<file path="src/rtl/bru_pkg.sv">
// Shared types and constants for the branch resolve unit.
//   BRU_XLEN    : PC width that the slot type is built for
//   PC_INC      : sequential fetch increment
//   pred_slot_t : one pipeline slot carrying a fetched instruction's prediction
//   SLOT_BUBBLE : empty (all-zero) slot
package bru_pkg;

  localparam int unsigned BRU_XLEN = 32;
  localparam int unsigned PC_INC   = 4;

  typedef struct packed {
    logic                valid;
    logic [BRU_XLEN-1:0] pc;
    logic                pred_taken;
    logic [BRU_XLEN-1:0] pred_pc;
  } pred_slot_t;

  localparam pred_slot_t SLOT_BUBBLE = '0;

endpackage

</file>
<file path="src/rtl/branch_resolve_unit_if.sv">
// Bundle of fetch-side, execute-side and predictor-training signals of the
// branch resolve unit.
//   master : pipeline side, drives IF/stall/EX inputs, observes results
//   slave  : branch_resolve_unit itself
interface branch_resolve_unit_if #(
  parameter int unsigned XLEN = 32
);

  // Fetch stage
  logic            if_valid;
  logic [XLEN-1:0] if_pc;
  logic            if_pred_taken;
  logic [XLEN-1:0] if_pred_pc;
  logic            stall;
  // Execute stage resolution
  logic            ex_is_ctrl;
  logic            ex_taken;
  logic [XLEN-1:0] ex_target;
  // Results
  logic            ex_valid;
  logic [XLEN-1:0] ex_pc;
  logic            mispredict;
  logic [XLEN-1:0] redirect_pc;
  // Predictor training
  logic            bp_update;
  logic [XLEN-1:0] bp_pc;
  logic [XLEN-1:0] bp_target;
  logic            bp_taken;

  modport master (
    output if_valid, if_pc, if_pred_taken, if_pred_pc, stall,
    output ex_is_ctrl, ex_taken, ex_target,
    input  ex_valid, ex_pc, mispredict, redirect_pc,
    input  bp_update, bp_pc, bp_target, bp_taken
  );

  modport slave (
    input  if_valid, if_pc, if_pred_taken, if_pred_pc, stall,
    input  ex_is_ctrl, ex_taken, ex_target,
    output ex_valid, ex_pc, mispredict, redirect_pc,
    output bp_update, bp_pc, bp_target, bp_taken
  );

endinterface

</file>
<file path="src/rtl/bru_compare.sv">
// Combinational EX-stage resolution: computes the real next PC and flags a
// mispredict when the predicted next PC disagrees.
//   ex_valid_i, ex_pc_i, pred_pc_i : ID/EX slot contents
//   ex_is_ctrl_i, ex_taken_i, ex_target_i : actual outcome from EX
//   mispredict_o, redirect_pc_o : flush request and correct next PC (0 when idle)
module bru_compare
  import bru_pkg::*;
#(
  parameter int unsigned XLEN = 32
) (
  input  logic            ex_valid_i,
  input  logic [XLEN-1:0] ex_pc_i,
  input  logic [XLEN-1:0] pred_pc_i,
  input  logic            ex_is_ctrl_i,
  input  logic            ex_taken_i,
  input  logic [XLEN-1:0] ex_target_i,
  output logic            mispredict_o,
  output logic [XLEN-1:0] redirect_pc_o
);

  logic [XLEN-1:0] actual_next;

  always_comb begin
    // Non-control instructions always fall through; the add wraps modulo 2^XLEN.
    actual_next   = (ex_is_ctrl_i && ex_taken_i) ? ex_target_i : ex_pc_i + XLEN'(PC_INC);
    // Also catches predicted-taken non-control instructions (predictor aliasing).
    mispredict_o  = ex_valid_i && (pred_pc_i != actual_next);
    redirect_pc_o = mispredict_o ? actual_next : '0;
  end

endmodule

</file>
<file path="src/rtl/branch_resolve_unit.sv">
// Carries each fetched instruction's prediction through IF/ID and ID/EX, resolves
// it in EX, raises flush/redirect on mismatch and emits a registered training
// pulse to the fetch-stage predictor one cycle after a control instruction leaves EX.
//   clk, reset : clock, synchronous active-high reset
//   bus        : branch_resolve_unit_if slave modport (IF, stall, EX, results, training)
//   perf_ctrl_cnt, perf_mispred_cnt : only when BRU_PERF_CNT_EN is defined
module branch_resolve_unit
  import bru_pkg::*;
#(
  parameter int unsigned XLEN  = BRU_XLEN,  // must equal BRU_XLEN (slot type width)
  parameter int unsigned CNT_W = 32
) (
  input  logic                   clk,
  input  logic                   reset,
`ifdef BRU_PERF_CNT_EN
  output logic [CNT_W-1:0]       perf_ctrl_cnt,
  output logic [CNT_W-1:0]       perf_mispred_cnt,
`endif
  branch_resolve_unit_if.slave   bus
);

  pred_slot_t      ifid_q, ifid_d;
  pred_slot_t      idex_q, idex_d;
  logic            mispredict;
  logic [XLEN-1:0] redirect_pc;

  logic            bp_update_q, bp_update_d;
  logic [XLEN-1:0] bp_pc_q, bp_pc_d;
  logic [XLEN-1:0] bp_target_q, bp_target_d;
  logic            bp_taken_q, bp_taken_d;

  bru_compare #(
    .XLEN (XLEN)
  ) u_compare (
    .ex_valid_i    (idex_q.valid),
    .ex_pc_i       (idex_q.pc),
    .pred_pc_i     (idex_q.pred_pc),
    .ex_is_ctrl_i  (bus.ex_is_ctrl),
    .ex_taken_i    (bus.ex_taken),
    .ex_target_i   (bus.ex_target),
    .mispredict_o  (mispredict),
    .redirect_pc_o (redirect_pc)
  );

  always_comb begin
    ifid_d = ifid_q;
    idex_d = idex_q;
    if (mispredict) begin
      // Flush beats stall; the instruction fetched this cycle is dropped too.
      ifid_d.valid = 1'b0;
      idex_d.valid = 1'b0;
    end else if (bus.stall) begin
      idex_d = SLOT_BUBBLE;
    end else begin
      idex_d = ifid_q;
      ifid_d = '{valid:      bus.if_valid,
                 pc:         bus.if_pc,
                 pred_taken: bus.if_pred_taken,
                 pred_pc:    bus.if_pred_pc};
    end
  end

  // Both correct and mispredicted control instructions train; aliases do not.
  always_comb begin
    bp_update_d = idex_q.valid && bus.ex_is_ctrl;
    bp_pc_d     = idex_q.pc;
    bp_target_d = bus.ex_target;
    bp_taken_d  = bus.ex_taken;
  end

  always_ff @(posedge clk) begin
    if (reset) begin
      ifid_q      <= SLOT_BUBBLE;
      idex_q      <= SLOT_BUBBLE;
      bp_update_q <= 1'b0;
      bp_pc_q     <= '0;
      bp_target_q <= '0;
      bp_taken_q  <= 1'b0;
    end else begin
      ifid_q      <= ifid_d;
      idex_q      <= idex_d;
      bp_update_q <= bp_update_d;
      bp_pc_q     <= bp_pc_d;
      bp_target_q <= bp_target_d;
      bp_taken_q  <= bp_taken_d;
    end
  end

`ifdef BRU_PERF_CNT_EN
  logic [CNT_W-1:0] ctrl_cnt_q, ctrl_cnt_d;
  logic [CNT_W-1:0] mispred_cnt_q, mispred_cnt_d;

  always_comb begin
    ctrl_cnt_d    = ctrl_cnt_q + CNT_W'(bp_update_q);
    mispred_cnt_d = mispred_cnt_q + CNT_W'(mispredict);
  end

  always_ff @(posedge clk) begin
    if (reset) begin
      ctrl_cnt_q    <= '0;
      mispred_cnt_q <= '0;
    end else begin
      ctrl_cnt_q    <= ctrl_cnt_d;
      mispred_cnt_q <= mispred_cnt_d;
    end
  end

  assign perf_ctrl_cnt    = ctrl_cnt_q;
  assign perf_mispred_cnt = mispred_cnt_q;
`endif

  assign bus.ex_valid    = idex_q.valid;
  assign bus.ex_pc       = idex_q.pc;
  assign bus.mispredict  = mispredict;
  assign bus.redirect_pc = redirect_pc;
  assign bus.bp_update   = bp_update_q;
  assign bus.bp_pc       = bp_pc_q;
  assign bus.bp_target   = bp_target_q;
  assign bus.bp_taken    = bp_taken_q;

endmodule

</file>
<file path="src/flat_wrapper.sv">
// flat-port wrapper written by rule: the top's interface ports become plain ports
module branch_resolve_unit_flat import bru_pkg::*;
#(
  parameter int unsigned XLEN  = BRU_XLEN,                                          
  parameter int unsigned CNT_W = 32
)
  (clk, reset, bus_if_valid, bus_if_pc, bus_if_pred_taken, bus_if_pred_pc, bus_stall, bus_ex_is_ctrl, bus_ex_taken, bus_ex_target, bus_ex_valid, bus_ex_pc, bus_mispredict, bus_redirect_pc, bus_bp_update, bus_bp_pc, bus_bp_target, bus_bp_taken);
  branch_resolve_unit_if #(.XLEN(XLEN)) bus_i ();
  input  logic clk;
  input  logic reset;
  input wire logic [$bits(bus_i.if_valid)-1:0] bus_if_valid;
  input wire logic [$bits(bus_i.if_pc)-1:0] bus_if_pc;
  input wire logic [$bits(bus_i.if_pred_taken)-1:0] bus_if_pred_taken;
  input wire logic [$bits(bus_i.if_pred_pc)-1:0] bus_if_pred_pc;
  input wire logic [$bits(bus_i.stall)-1:0] bus_stall;
  input wire logic [$bits(bus_i.ex_is_ctrl)-1:0] bus_ex_is_ctrl;
  input wire logic [$bits(bus_i.ex_taken)-1:0] bus_ex_taken;
  input wire logic [$bits(bus_i.ex_target)-1:0] bus_ex_target;
  output wire logic [$bits(bus_i.ex_valid)-1:0] bus_ex_valid;
  output wire logic [$bits(bus_i.ex_pc)-1:0] bus_ex_pc;
  output wire logic [$bits(bus_i.mispredict)-1:0] bus_mispredict;
  output wire logic [$bits(bus_i.redirect_pc)-1:0] bus_redirect_pc;
  output wire logic [$bits(bus_i.bp_update)-1:0] bus_bp_update;
  output wire logic [$bits(bus_i.bp_pc)-1:0] bus_bp_pc;
  output wire logic [$bits(bus_i.bp_target)-1:0] bus_bp_target;
  output wire logic [$bits(bus_i.bp_taken)-1:0] bus_bp_taken;
  assign bus_i.if_valid = bus_if_valid;
  assign bus_i.if_pc = bus_if_pc;
  assign bus_i.if_pred_taken = bus_if_pred_taken;
  assign bus_i.if_pred_pc = bus_if_pred_pc;
  assign bus_i.stall = bus_stall;
  assign bus_i.ex_is_ctrl = bus_ex_is_ctrl;
  assign bus_i.ex_taken = bus_ex_taken;
  assign bus_i.ex_target = bus_ex_target;
  assign bus_ex_valid = bus_i.ex_valid;
  assign bus_ex_pc = bus_i.ex_pc;
  assign bus_mispredict = bus_i.mispredict;
  assign bus_redirect_pc = bus_i.redirect_pc;
  assign bus_bp_update = bus_i.bp_update;
  assign bus_bp_pc = bus_i.bp_pc;
  assign bus_bp_target = bus_i.bp_target;
  assign bus_bp_taken = bus_i.bp_taken;
  branch_resolve_unit #(.XLEN(XLEN), .CNT_W(CNT_W)) u_core (.clk(clk), .reset(reset), .bus(bus_i));
endmodule
</file>
<file path="config.mk">
export PLATFORM = sky130hd
export DESIGN_NAME = branch_resolve_unit_flat
export DESIGN_NICKNAME = d
export VERILOG_FILES = /design/src/rtl/bru_pkg.sv /design/src/rtl/branch_resolve_unit_if.sv /design/src/rtl/bru_compare.sv /design/src/rtl/branch_resolve_unit.sv /design/src/flat_wrapper.sv
export SDC_FILE = /design/constraint.sdc
export NUM_CORES = 1
export LEC_CHECK = 0
export ABC_AREA = 1
export CELL_PAD_IN_SITES_DETAIL_PLACEMENT = 2
export CELL_PAD_IN_SITES_GLOBAL_PLACEMENT = 2
export CORE_MARGIN = 5
export CORE_UTILIZATION = 26
export CTS_CLUSTER_DIAMETER = 200
export DETAILED_ROUTE_END_ITERATION = 8
export PLACE_DENSITY_LB_ADDON = 0.1
export SLEW_MARGIN = 5
export SYNTH_ARGS = -nofsm -noshare
export SYNTH_HDL_FRONTEND = slang
export SYNTH_SLANG_ARGS = --single-unit
</file>
<file path="constraint.sdc">
create_clock -name clk -period 3.2 [get_ports clk]
set_input_delay 0.32 -clock clk [delete_from_list [all_inputs] [get_ports clk]]
set_output_delay 0.32 -clock clk [all_outputs]
set_load 0.005 [all_outputs]
</file>
Word level (Yosys, flattened, before mapping)
Index checks and enable logic that the tools add are counted.
- register bits: 197
- bits of input ports: 103
- word-level logic and storage cells: 24
- add/subtract/negate cells: 1
- equality and inequality tests: 1
- muxes and demuxes: 3
- bitwise logic cells: 2
- reduce and logical (&&, ||, !) cells: 6
- operators by type and width (cell ; count):
    65-bit two-way mux ; 1
    32-bit two-way mux ; 2
    32-bit by 3-bit adder with 32-bit output (second input constant) ; 1
    32-bit != test ; 1
    1-bit logical AND ; 3
    3-bit OR reduction ; 1
    1-bit NOT ; 2
    2-bit AND reduction ; 1
    2-bit OR reduction ; 1

Longest topological paths before layout
Gate-level depths: netlist (run 1).
- depth after elaboration: 6
- mapped depth: 22

By module
A second synthesis (run 1) with hierarchy kept.
- cells, all modules: 1426
- area total of the unflattened synthesis: 9336.5 µm²
- modules (own cells, without submodules) (module ; times used ; cells an instance ; area each (µm²) ; sequential area each (µm²)):
    branch_resolve_unit ; 1 ; 930 ; 6981.7 ; 3923.8
    bru_compare ; 1 ; 496 ; 2354.8 ; 0.0

Worst setup path after synthesis (run 1)
OpenSTA, ideal clock, no wires.
- kind: register to output
- start point: reg u_core.idex_q (netlist bit u_core.bus.ex_pc[3])
- end point: out bus_redirect_pc[13]
- data arrival time: 2284 ps
- setup slack: 596 ps
- stages on the path, launching flop included: 19
- cell sequence: dfxtp_1 ha_1 nand2_1 nor2_2 nand2_1 nor2_1 nand2_1 nand3_1 nand3b_1 nand2_1 nand2_1 nor2_1 nand2_1 nor2_1 nand3_2 nand2_4 buf_6 buf_2 a21oi_1
- cells in the longest elaborated chain, start to end: 5
- RTL lines (element ; line ; source):
    start, declared ; branch_resolve_unit.sv:23 ; pred_slot_t idex_q, idex_d;
    start signal, assigned ; branch_resolve_unit.sv:81 ; idex_q <= idex_d;
    32-bit by 3-bit adder with 32-bit output (*) ; bru_compare.sv:25 ; actual_next = (ex_is_ctrl_i && ex_taken_i) ? ex_target_i : ex_pc_i + XLEN'(PC_INC);
    32-bit two-way mux (*) ; bru_compare.sv:25 ;
    32-bit != test ; bru_compare.sv:27 ; mispredict_o = ex_valid_i && (pred_pc_i != actual_next);
    1-bit logical AND ; bru_compare.sv:27 ;
    32-bit two-way mux (*) ; bru_compare.sv:28 ; redirect_pc_o = mispredict_o ? actual_next : '0;
    end, declared ; flat_wrapper.sv:22 ; output wire logic [$bits(bus_i.redirect_pc)-1:0] bus_redirect_pc;
Every way passes the cells marked *; elsewhere a longest branch is shown, timed or not.

Worst setup path after layout (run 1)
- start point: reg u_core.idex_q (netlist bit u_core.bus.ex_pc[2])
- end point: out bus_redirect_pc[26]
The elaborated chain is that of the path after synthesis.

==> results.json, run 1 <==
{
  "outcome": "complete, but fails checks",
  "violations": "negative setup slack",
  "worst_pin_slew_ps": 618,
  "synth_edf_count": 0,
  "crit_type": "flop to output port",
  "cts_buffers": 17,
  "syn2layout_area_growth_pct": 52.5,
  "maxSlewViolCount": 0,
  "avgSynthCellArea_um2": 6.45,
  "coreArea_um2": 36300,
  "slew_headroom": 0.587,
  "die_h_um": 201,
  "h-tree-depth": 4,
  "worstPathArrival_ps": 3100,
  "rsz0062_at_grt": "yes",
  "period_minus_slack_ps": 3420,
  "min_path_type": "input pin to flop",
  "postCtsHoldBufs": 0,
  "pre_cts_ws_ps": -413,
  "clock_sinks": 196,
  "ys_seq_area_frac": 0.412,
  "final_cell_mix": "358 x nand2_1, 199 x clkdlybuf4s50_1, 197 x nor2_1",
  "grt_usage": 0.207,
  "std_cell_rows": 70,
  "cp.required_ps": 2880,
  "powerDensity_nw_per_um2": 412,
  "grt_pass1_vias": 11400,
  "grt_max_degree": 101,
  "clockRootBuffer": "clkbuf_16",
  "synth_warnings": 0,
  "fin_nets": 1891,
  "synth_seq_cells": 196,
  "ant_nets": 0,
  "setup_viol": 33,
  "ir_drop_mv": 0.382,
  "drt_wl_total_mm": 43.0,
  "dpl.hpwl_mm": 30.9,
  "syn_nets": 1579,
  "cts_tree": "done",
  "drive_gt1_frac": 0.213,
  "numPortBuffers": 233,
  "ys_types": 29,
  "layout_commonest_cell": "nand2_1",
  "fmax_ghz": 0.293,
  "ys_async_sr_fraction": 0,
  "clk_latency_ps": 470,
  "antenna_found_initial": 6,
  "drcViolationCount": 0,
  "die_area_um2": 40500,
  "netlist_instances": 1475,
  "synth_flop_cell": "dfxtp_1",
  "fin_skew_ps": 14.6,
  "wire_per_inst_um": 19.0,
  "crit_path_max_fanout": 6,
  "boundaryPins": 235,
  "gp_congestion": 0.818,
  "first_iter_violations": 293,
  "fin_ws_ps": -217,
  "firstDrtPassIters": 4,
  "cap_viol_max_count": 0,
  "clkTransAtPathRegs_ps": 80,
  "grt_pass1_wl_mm": 66.0,
  "fp.dieW_um": 201,
  "fin_util": 0.399,
  "endpoint_kind": "output port",
  "finalHoldViolCount": 0,
  "vias": 10400,
  "viasPerCell": 4.58,
  "overflow": 0,
  "start_util": 0.262,
  "cp-start-kind": "flop",
  "cts.path.max_buffers": 2,
  "syn_area_um2": 9520,
  "fin_crit_sh": 1.07,
  "p_leak_nw": 6.46
}
-- kinds of logic after synthesis --
| kind of cell | Yosys count | synth area share |
|---|---|---|
| buffers and inverters | 299 | 0.146 |
| AND/OR/NAND/NOR | 834 | 0.364 |
| adder cells (fa/ha/maj) | 1 | 0.00131 |
| XOR/XNOR | 1 | 0.000920 |
| flip-flops | 196 | 0.412 |
| AO/OA/AOI/OAI | 144 | 0.0762 |
-- where the power goes --
| part | switching [mW] | total [mW] | internal, mW |
|---|---|---|---|
| Clock | 1.10 | 2.35 | 1.25 |
| Sequential | 0.0752 | 2.63 | 2.55 |
| Combinational | 0.516 | 0.994 | 0.478 |
| Total | 1.69 | 5.97 | 4.28 |
-- flip-flops by register name (all words and copies together) (netlist names) --
signal                count
u_core.ifid_q            65
u_core.bus.bp_pc         32
u_core.bus.bp_target     32
u_core.bus.ex_pc         32
u_core.idex_q            32
u_core.bus.bp_taken       1
u_core.bus.bp_update      1
u_core.bus.ex_valid       1
-- repair_timing --
| item | CTS | global route |
|---|---|---|
| pin swaps | 30 | 54 |
| gates cloned | 2 | 3 |
| resized for setup | 246 | 91 |
| setup endpoints to repair | 101 | 162 |
| buffers inserted | 40 | 5 |
-- worst paths after layout --
kind                                           from                       to  slack [ps]  cells after the start
worst max-delay path            u_core.bus.ex_pc[2]      bus_redirect_pc[26]        -220                     22
worst min-delay path                          reset  u_core.bus.bp_target[5]         390                      3
worst max register to register  u_core.bus.ex_pc[2]      u_core.bus.ex_pc[4]         110                     23
worst min register to register    u_core.ifid_q[65]      u_core.bus.ex_valid         450                      2
-- Yosys cell counts (2+ instances only) --
master	count	area, µm²
or2_1	2	12.5
nand2_2	3	18.8
clkbuf_1	36	135
a21oi_1	103	515
and2_1	2	12.5
nor3_1	2	10.0
o21ai_0	18	90.1
buf_4	32	240
inv_2	2	7.51
inv_1	185	694
buf_6	17	191
nor2_4	3	33.8
nor2_1	236	886
nand3_1	149	746
buf_1	13	48.8
nor2_2	6	37.5
dfxtp_1	196	3920
o21ai_1	21	105
buf_2	13	65.1
nand3b_1	16	120
nand4_1	5	31.3
nand2_1	408	1530
-- final cells by class --
| class | count | area, µm² |
|---|---|---|
| antenna | 1 | 2.50 |
| timing repair buffer | 404 | 3870 |
| clock buffer | 17 | 425 |
| inverter | 188 | 717 |
| tap | 468 | 586 |
| multi-input combinational | 980 | 4750 |
| clock inverter | 15 | 194 |
| sequential | 196 | 3980 |
| fill | 4295 | 21800 |
-- routing by layer --
layer / global-route usage / vias to the layer above / share of wire
met5: 0 / - / 0.0016
met4: 0.0574 / 10 / 0.019
met3: 0.0432 / 52 / 0.036
met2: 0.364 / 166 / 0.50
met1: 0.258 / 5036 / 0.45
li1: - / 5120 / -
-- through the flow --
step	TNS (ps)	std cells	hold WS [ps]	instance area [µm²]	power [mW]
final	-5150	2269	387	14500	5.97
after global routing	-11890	2268	408	14500	6.25
after CTS	-6710	2267	381	14200	6.01
after detailed placement	-33950	2197	445	12900	3.59
after global placement	-25360	2197	435	12900	3.57
after floorplan	0	1475	424	9520	3.09
-- critical path: stages (launching register included) --
cell and delay [ps]:
dfxtp_4 370, buf_6 110, inv_4 40, nor2_4 110
buf_12 150, nand2_8 80, nor2_4 160, buf_6 120
nand3_2 80, nand3_2 100, nand2_2 70, nand2_2 60
nand2_2 50, nor2_2 120, nand2_2 80, nor2_4 160
nand3_4 130, nand2_8 90, buf_12 140, buf_12 120
buf_12 110, nor2_4 30, buf_2 120
No activity file was read; power rests on OpenSTA's default activity.
==> inputs of run 2 (changes only) <==
--- a/config.mk
+++ b/config.mk
@@ -8,6 +8,7 @@
 export ABC_AREA = 1
 export CELL_PAD_IN_SITES_DETAIL_PLACEMENT = 2
 export CELL_PAD_IN_SITES_GLOBAL_PLACEMENT = 2
+export CORE_ASPECT_RATIO = 1.1
 export CORE_MARGIN = 5
 export CORE_UTILIZATION = 26
 export CTS_CLUSTER_DIAMETER = 200
==> run 2 against run 1 <==
The flow still finishes with violations (negative setup slack). Power decreased by 2.5%. Hold slack got worse by 68 ps. Critical path depth unchanged. Cell count increased by 0.13%. Routed wire length decreased by 1.6%. Combinational power decreased by 2%. Utilization decreased by 0.21 points.
==> results.json, run 2 (same netlist as run 1, synthesis figures left out) <==
{
  "antennaDiodeCount": 0,
  "die_area_um2": 40500,
  "slowest_stage": "dfxtp_2",
  "finalHoldViolCount": 0,
  "syn2layout_area_growth_pct": 51.0,
  "h-tree-depth": 4,
  "cts_tree": "done",
  "wire_per_inst_um": 18.6,
  "layout_commonest_cell": "nand2_1",
  "cap_viol_max_count": 0,
  "cts_buffers": 17,
  "fin_skew_ps": 15.9,
  "rsz0062_at_grt": "yes",
  "fillers": 4257,
  "period_minus_slack_ps": 3420,
  "p_total_mw": 5.83,
  "worst_pin_slew_ps": 755,
  "overflow": 0,
  "grt_max_degree": 50,
  "first_iter_violations": 315,
  "dr_wl_met2_mm": 21.4,
  "coreArea_um2": 36200,
  "fp.dieW_um": 192,
  "violations": "negative setup slack",
  "m1WireLength_mm": 18.8,
  "path_buf_inv": 13,
  "dpl.hpwl_mm": 30.5,
  "endpoint_kind": "output port",
  "boundaryPins": 235,
  "top_layer_used": "met5",
  "gp_congestion": 0.798,
  "cp.required_ps": 2880,
  "min_path_type": "input pin to flop",
  "fin_setup_tns_ps": -4550,
  "final_cell_mix": "372 x nand2_1, 199 x clkdlybuf4s50_1, 198 x nor2_1",
  "wl_met3_mm": 1.69,
  "grt_pass1_vias": 11300,
  "path_cells": "buf_6 > inv_2 > nor2_4 > buf_12 > nand2_8 > nor2_4 > nand2_1 > nand2_1 > nand2_1 > nand2_2 > nand2_2 > buf_4 > buf_4 > buf_4 > buf_4 > buf_4 > buf_4 > buf_4 > buf_4 > buf_4 > nor2_2 > buf_2",
  "cp_common_cell": "buf_4",
  "crit_path_max_fanout": 6,
  "clk_latency_ps": 450,
  "critPathTopFamily": "buffers and inverters",
  "firstDrtPassIters": 4,
  "drt_wl_total_mm": 42.4,
  "drive_gt1_frac": 0.199,
  "fin_nets": 1876,
  "ant_nets": 0,
  "fin_util": 0.397,
  "fin_ws_ps": -218,
  "regMostFlops": "u_core.ifid_q",
  "ir_drop_mv": 0.374,
  "slew_headroom": 0.496,
  "start_util": 0.263,
  "largest_register_ffs": 65,
  "clock_sinks": 196,
  "worstPathArrival_ps": 3100,
  "vias": 10300,
  "slowest_delay_ps": 370,
  "outcome": "complete, but fails checks",
  "crit_type": "flop to output port",
  "numPortBuffers": 233,
  "powerDensity_nw_per_um2": 406,
  "setup_viol": 33,
  "clockRootBuffer": "clkbuf_16",
  "cp-start-kind": "flop",
  "grt_pass1_wl_mm": 63.7,
  "fmax_ghz": 0.293,
  "clkTransAtPathRegs_ps": 80,
  "antenna_found_initial": 4,
  "die_h_um": 211,
  "p_leak_nw": 6.35,
  "grt_usage": 0.201,
  "drcViolationCount": 0,
  "cts.path.max_buffers": 2,
  "std_cell_rows": 73,
  "viasPerCell": 4.53,
  "fin_crit_sh": 1.07,
  "maxSlewViolCount": 0
}
[run 2: changes by cell type in the layout (fill, tap and decap cells not counted), moves of 4 or more]
cell	before	now
nor2_2	28	18
dlygate4sd2_1	7	0
buf_4	128	119
nand2_2	43	30
buf_2	23	30
clkinv_4	1	5
dfxtp_4	11	6
buf_6	24	16
nand2_1	358	372
nor2_4	20	29
[run 2: path summary, 6_finish.rpt]
| path | start | end | slack [ps] | cells past startpoint |
|---|---|---|---|---|
| worst max-delay path | u_core.bus.ex_pc[2] | bus_redirect_pc[21] | -220 | 22 |
| worst min-delay path | reset | u_core.bus.bp_pc[3] | 320 | 2 |
| worst max register to register | u_core.bus.ex_pc[7] | u_core.idex_q[20] | 150 | 22 |
| worst min register to register | u_core.ifid_q[65] | u_core.bus.ex_valid | 450 | 2 |
[run 2: worst register-to-register path, stage by stage, from the launching register on]
cell	delay, ps
dfxtp_4	400
nand2_2	90
nor2_4	200
buf_4	170
nand3_4	90
inv_1	100
nand3_1	90
nand3_2	130
nand2_1	90
nand2_1	60
nand2_1	50
nor2_1	180
nand2_2	100
nor2_4	120
nand3_4	120
nand2_8	80
buf_6	110
buf_6	110
buf_6	90
buf_4	100
buf_12	160
nand2_1	140
a21oi_1	170
[run 2: cell type report]
type	count	area (µm²)	area share
inverters	188	713	0.0496
well taps	487	609	0.0424
repair buffers	389	3730	0.260
clock inverters	13	140	0.00975
multi-input cells	980	4770	0.332
clock buffers	19	443	0.0308
flip-flops and latches	196	3960	0.276
[run 2: per-layer routing]
layer	up-vias	global-route usage
met5	-	0
li1	5091	-
met1	4992	0.254
met2	177	0.360
met4	8	0.0342
met3	31	0.0382
[run 2: stage by stage]
step	std cells	hold WS, ps	instance area [µm²]	worst slack, ps
after floorplan	1475	424	9520	596
after global placement	2207	435	12800	-362
after detailed placement	2207	443	12800	-435
after CTS	2268	303	14000	-285
after global routing	2272	323	14400	-399
final	2272	319	14400	-218
[run 2: report_power, final]
group,switching [mW],internal [mW],leakage (nW)
sequential,0.0744,2.55,1.62
combinational,0.512,0.466,4.45
clock,1.09,1.12,0.280
[run 2: repair_timing]
item,in CTS,in global routing
cloned,2,5
hold buffers,0,0
pin swaps,27,29
endpoints found under the hold margin,0,0
resized for setup,258,87
setup buffers,29,3
setup endpoints to repair,139,162
